--- src/rtl/fetch_buffer_pkg.sv ---
// Shared constants and types for the fetch buffer.
// Latency: n/a (declarations only).
// Backpressure: n/a.
package fetch_buffer_pkg;

  // Bubble presented to decode when the queue holds nothing (addi x0,x0,0).
  localparam logic [31:0] NOP_INS = 32'h0000_0013;

  // Occupancy classification derived from the pointers.
  typedef enum logic [1:0] {
    OCC_EMPTY,
    OCC_PARTIAL,
    OCC_FULL
  } occ_state_t;

  // Queue entry is {fault, pc, word}.
  function automatic int entry_width(input int xlen);
    return 32 + xlen + 1;
  endfunction

endpackage

--- src/rtl/fetch_buffer_ins_queue_ram.sv ---
// DEPTH x WIDTH register array: one synchronous write port, one async read port.
// Latency: write visible on the read port the cycle after the write edge.
// Backpressure: none; the caller gates the write enable.
module fetch_buffer_ins_queue_ram #(
  parameter int DEPTH = 4,
  parameter int WIDTH = 97
) (
  input  logic                     clk,
  input  logic                     we,
  input  logic [$clog2(DEPTH)-1:0] waddr,
  input  logic [WIDTH-1:0]         wdata,
  input  logic [$clog2(DEPTH)-1:0] raddr,
  output logic [WIDTH-1:0]         rdata
);

  logic [WIDTH-1:0] mem [DEPTH];

  // Data storage carries no reset; validity is tracked by the pointers.
  always_ff @(posedge clk) begin
    if (we) mem[waddr] <= wdata;
  end

  assign rdata = mem[raddr];

endmodule

--- src/rtl/fetch_buffer.sv ---
// Instruction queue between I-cache and decode; presents oldest entry or a NOP bubble.
// Latency: a word pushed at edge N is visible on the outputs during cycle N+1 (no bypass).
// Backpressure: CACHE_READY drops when full (state only, no path from STALL_ENABLE); FLUSH drops all.
module fetch_buffer
  import fetch_buffer_pkg::*;
#(
  parameter int DEPTH = 4,
  parameter int XLEN  = 64
) (
  input  logic                     CLK,
  input  logic                     RST,
  input  logic [31:0]              CACHE_DATA,
  input  logic [XLEN-1:0]          CACHE_PC,
  input  logic                     CACHE_FAULT,
  input  logic                     CACHE_VALID,
  output logic                     CACHE_READY,
  input  logic                     STALL_ENABLE,
  input  logic                     FLUSH,
  output logic [31:0]              INSTRUCTION,
  output logic [XLEN-1:0]          PC_OUT,
  output logic                     FAULT_OUT,
  output logic                     INS_VALID,
  output logic [$clog2(DEPTH):0]   COUNT
);

  localparam int AW = $clog2(DEPTH);
  localparam int PW = AW + 1;
  localparam int EW = entry_width(XLEN);

  // Pointers carry one extra wrap bit to tell full from empty.
  logic [PW-1:0] rd_ptr;
  logic [PW-1:0] wr_ptr;
  logic          empty;
  logic          full;
  logic          push;
  logic          pop;
  occ_state_t    occ;
  logic [EW-1:0] head_entry;

  assign empty = (rd_ptr == wr_ptr);
  assign full  = (rd_ptr[AW-1:0] == wr_ptr[AW-1:0]) && (rd_ptr[AW] != wr_ptr[AW]);

  // Classify occupancy from the pointers; everything visible derives from this.
  always_comb begin
    occ = OCC_PARTIAL;
    if (empty)     occ = OCC_EMPTY;
    else if (full) occ = OCC_FULL;
  end

  // Ready is a function of stored state only, so a same-cycle pop never frees a slot.
  assign CACHE_READY = (occ != OCC_FULL) && !RST;
  assign INS_VALID   = (occ != OCC_EMPTY);

  // Flush overrides both sides, so a word offered alongside it is dropped.
  assign push = CACHE_VALID && CACHE_READY && !FLUSH;
  assign pop  = STALL_ENABLE && INS_VALID && !FLUSH;

  // Pointer update: reset and flush both return the queue to empty at index 0.
  always_ff @(posedge CLK or posedge RST) begin
    if (RST) begin
      rd_ptr <= '0;
      wr_ptr <= '0;
    end else if (FLUSH) begin
      rd_ptr <= '0;
      wr_ptr <= '0;
    end else begin
      if (push) wr_ptr <= wr_ptr + 1'b1;
      if (pop)  rd_ptr <= rd_ptr + 1'b1;
    end
  end

  assign COUNT = wr_ptr - rd_ptr;

  fetch_buffer_ins_queue_ram #(
    .DEPTH (DEPTH),
    .WIDTH (EW)
  ) u_ram (
    .clk   (CLK),
    .we    (push),
    .waddr (wr_ptr[AW-1:0]),
    .wdata ({CACHE_FAULT, CACHE_PC, CACHE_DATA}),
    .raddr (rd_ptr[AW-1:0]),
    .rdata (head_entry)
  );

  // Mask the head with the bubble whenever nothing valid is queued.
  always_comb begin
    INSTRUCTION = NOP_INS;
    PC_OUT      = '0;
    FAULT_OUT   = 1'b0;
    if (INS_VALID) begin
      INSTRUCTION = head_entry[31:0];
      PC_OUT      = head_entry[32 +: XLEN];
      FAULT_OUT   = head_entry[EW-1];
    end
  end

endmodule

--- config.mk ---
export PLATFORM = sky130hd
export DESIGN_NAME = fetch_buffer
export DESIGN_NICKNAME = d
export VERILOG_FILES = /design/src/rtl/fetch_buffer_pkg.sv /design/src/rtl/fetch_buffer_ins_queue_ram.sv /design/src/rtl/fetch_buffer.sv
export SDC_FILE = /design/constraint.sdc
export NUM_CORES = 1
export LEC_CHECK = 0
export BUFFER_PORTS_ARGS = -buffer_cell sky130_fd_sc_hd__buf_2
export CAP_MARGIN = 25
export CORE_MARGIN = 2
export CORE_UTILIZATION = 55
export DETAILED_ROUTE_END_ITERATION = 10
export PLACE_DENSITY = 0.82
export SYNTH_ARGS = -nofsm -noshare
export SYNTH_HDL_FRONTEND = slang
export SYNTH_SLANG_ARGS = --single-unit
--- constraint.sdc ---
create_clock -name CLK -period 12.11 [get_ports CLK]
set_input_delay 1.211 -clock CLK [delete_from_list [all_inputs] [get_ports CLK]]
set_output_delay 1.211 -clock CLK [all_outputs]
set_load 0.02 [all_outputs]
==> flow_summary_export.csv <==
group,metric,value,unit
timing,final_hold_viol_count,0,
synth,postSynthCellCount,669,
global_route,grt.total_usage,19.5,%
cells_and_area,nets,999,
timing,fin_crit,4520,ps
cells_and_area,syn_to_final_growth,17.8,%
global_route,overflow,0,
synth,synth_edf_count,388,
route,dr_wl_met2,13.4,mm
synth,ys_seq_area_share,78.0,%
synth,yosysTopAreaCellShare,77.0,%
global_route,antenna_found_initial,4,
route,route.detailed.drc,0,
route,wl_per_cell,21.8,um
global_route,grt_pass1_wl,42.5,mm
clock_tree,htree_num_levels,2,
synth,synth-async-reset-ratio,1.52,%
critical_path,reg2reg_slack,8490,ps
clock_tree,clock_sinks,394,
pwr,comb_power_share,18.8,%
critical_path,r2r_end,"u_ram.mem[0][58]",
critical_path,worstSetupPathType,"flip-flop to output port",
critical_path,reg2reg_depth,6,
pwr,internal_power,2530,uW
cells_and_area,finalCoreUtilization,66.0,%
timing,min_period_over_period,37.3,%
critical_path,cp-end-kind,"output port",
placement,io_buffers,203,
critical_path,r2r-start,"rd_ptr[1]",
critical_path,worstSetupStartpointType,"flip-flop",
route,vias_per_cell,5.72,
die,dieArea,28900,um2
global_route,grt_max_degree,84,
synth,yosys.area.top_type,"edfxtp_1",
timing,worst_slew_pin_slew,1030,ps
critical_path,worstPathArrival,3310,ps
die,initial_core_util,56.0,%
route,vias,7219,
die,die_w,170,um
clock_tree,clk_path_buf_depth,3,
clock_tree,clk_latency,530,ps
placement,hpwl,16.0,mm
placement,routabilityCongestion,0.783,
timing,drv_slew,0,
synth,synth_area_leaders,"edfxtp_1 (77%), mux4_2 (14%), and2_1 (3.9%), dfrtp_1 (0.99%), ha_1 (0.58%)",
pwr,p_sw,869,uW
cells_and_area,fin_area,17800,um2
synth,syn_nets,779,
route,firstDrtPassIters,5,
die,rows,60,
clock_tree,cts-root-buf,"clkbuf_16",
timing,rsz0062_at_grt,"no",
synth,ys_warn_count,0,
placement,placed_cell_area,16500,um2
timing,clock_skew,13.4,ps
pwr,switching_share,25.6,%
pwr,power_frac_seq,45.4,%
route,dr_wl_met3,2.21,mm
flow_run,maxCapViolations,0,
min_path,worstHoldPathType,"input port to asynchronous set/reset pin",
pwr,pwr-share-clk,35.9,%
route,routed_wl,27.5,mm
pwr,leakage,0.00613,uW
global_route,grt_pass1_vias,7504,
outcome,status,"finished clean",
critical_path,worstPathRequired,10900,ps
timing,setup_viol,0,
pwr,irDropWorstVdd,0.000154,V
critical_path,crit_fanout,83,
route,routed.top_layer,"met5",
route,wl_met1,11.4,mm
timing,tns,0,ps
synth,synth_flop_cell,"edfxtp_1",
die,pin_count,204,
clock_tree,clkTransAtPathRegs,60,ps
timing,relSlewSlack,31.3,%
synth,syn-cell-area,15100,um2
timing,fmax,221,MHz
route,ant_nets,0,
route,drt_iter0_drc,634,
pwr,p_per_area,190,nW/um2
clock_tree,post_cts_buffers,0,
clock_tree,cts_tree,"done",
synth,synthDistinctLibCells,29,
die,die_y,170,um
clock_tree,ctsResizeCount,0,
synth,ys_ff_latch,394,
clock_tree,postCtsHoldBufs,0,
die,core_area,27000,um2
clock_tree,cts_buffers,39,
cells_and_area,drive_above_1_share,40.5,%
synth,synth.avg_cell_area,22.6,um2
==> cell type report <==
cell class | count | area (um2)
Sequential cell | 394 | 11800
Multi-Input combinational cell | 233 | 3150
Timing Repair Buffer | 212 | 1100
Tap cell | 341 | 427
Clock buffer | 51 | 1040
Clock inverter | 21 | 265
Antenna cell | 2 | 5.00
Inverter | 9 | 33.8
Fill cell | 1743 | 9190
==> flip-flops by register name, summed over array words and instances (netlist names) <==
| signal | cells |
|---|---|
| wr_ptr | 3 |
| rd_ptr | 3 |
| u_ram.mem | 388 |
==> cells in the mapped netlist, types with 2 or more instances <==
master and instances:
and2_1 94, and3_1 4, buf_2 17, buf_6 2
clkbuf_1 12, dfrtp_1 6, edfxtp_1 388, ha_1 7
inv_1 8, mux2_2 3, mux4_2 97, nor2_1 5
nor2b_1 3, o2111ai_1 3, o21a_1 2, o31ai_1 2
or2_1 3, xnor2_1 2
==> cell families (layout without fill, tap and decap cells) <==
group                    count (synthesis)  count (layout)  synth area share (%)
AND/OR/NAND/NOR                        111             111                  4.49
AO/OA/AOI/OAI                           11              11                 0.595
multiplexers                           100             100                  14.7
other                                    0               2                     0
buffers and inverters                   42             293                  1.38
flip-flops                             394             394                  78.0
XOR/XNOR                                 3               3                 0.223
adder cells (fa/ha/maj)                  8               8                 0.711
==> cells in the final DEF (no fill, tap or decap) <==
cell	netlist	routed
or2_1	3	3
clkbuf_1	12	11
xor2_2	1	1
o31ai_1	2	2
dfrtp_1	6	4
and3_4	0	4
inv_1	8	8
inv_2	1	1
clkinv_1	0	9
bufinv_16	0	6
buf_4	1	8
fa_1	1	1
inv_6	0	2
and2_1	94	94
buf_16	0	1
edfxtp_1	388	388
clkinvlp_4	0	1
ha_1	7	7
o2111ai_1	3	3
a31oi_1	1	1
a211o_1	1	1
nand2_1	1	1
diode_2	0	2
nor2b_1	3	3
clkinv_2	0	2
mux4_2	97	97
nor2_2	1	1
clkbuf_16	0	40
dfrtp_4	0	2
mux2_2	3	3
buf_2	17	203
nor2_1	5	5
o211a_1	1	1
clkinv_8	0	1
o311ai_0	1	1
o21a_1	2	2
xnor2_1	2	2
==> through the flow <==
| step | hold slack (ps) | power [uW] | worst slack (ps) | instances |
|---|---|---|---|---|
| floorplan | 644 | 2020 | 7600 | 669 |
| global placement | 668 | 2210 | 8190 | 1188 |
| detailed placement | 678 | 2210 | 8100 | 1188 |
| CTS | 632 | 3430 | 7530 | 1260 |
| global route | 645 | 3530 | 7290 | 1261 |
| finish | 647 | 3400 | 7590 | 1263 |
==> worst max-delay path, cell delays in order (launching register included) <==
cell	delay (ps)
dfrtp_4	730
inv_1	130
ha_1	340
nand2_1	230
nor2_2	90
inv_2	180
buf_4	620
and2_1	260
buf_2	170
==> power groups by stage <==
stage,logic [uW],registers [uW],clock network [uW]
after floorplan,459,1560,0
after global placement,635,1570,0
after detailed placement,641,1570,0
after CTS,644,1540,1240
after global routing,689,1540,1300
final,637,1540,1220
==> layer usage <==
layer,track usage [%],vias to the layer above
met5,0,-
met2,30.9,263
met4,4.87,6
li1,-,3173
met3,5.35,52
met1,27.4,3725
==> worst max path at each step <==
stage | from | endpoint
final | rd_ptr[1] | INSTRUCTION[5]
after detailed placement | rd_ptr[1] | PC_OUT[27]
after CTS | rd_ptr[1] | INSTRUCTION[5]
after floorplan | rd_ptr[1] | u_ram.mem[1][0]
after global routing | rd_ptr[1] | PC_OUT[24]
after global placement | rd_ptr[1] | PC_OUT[27]
No activity file was read; power rests on OpenSTA's default activity.
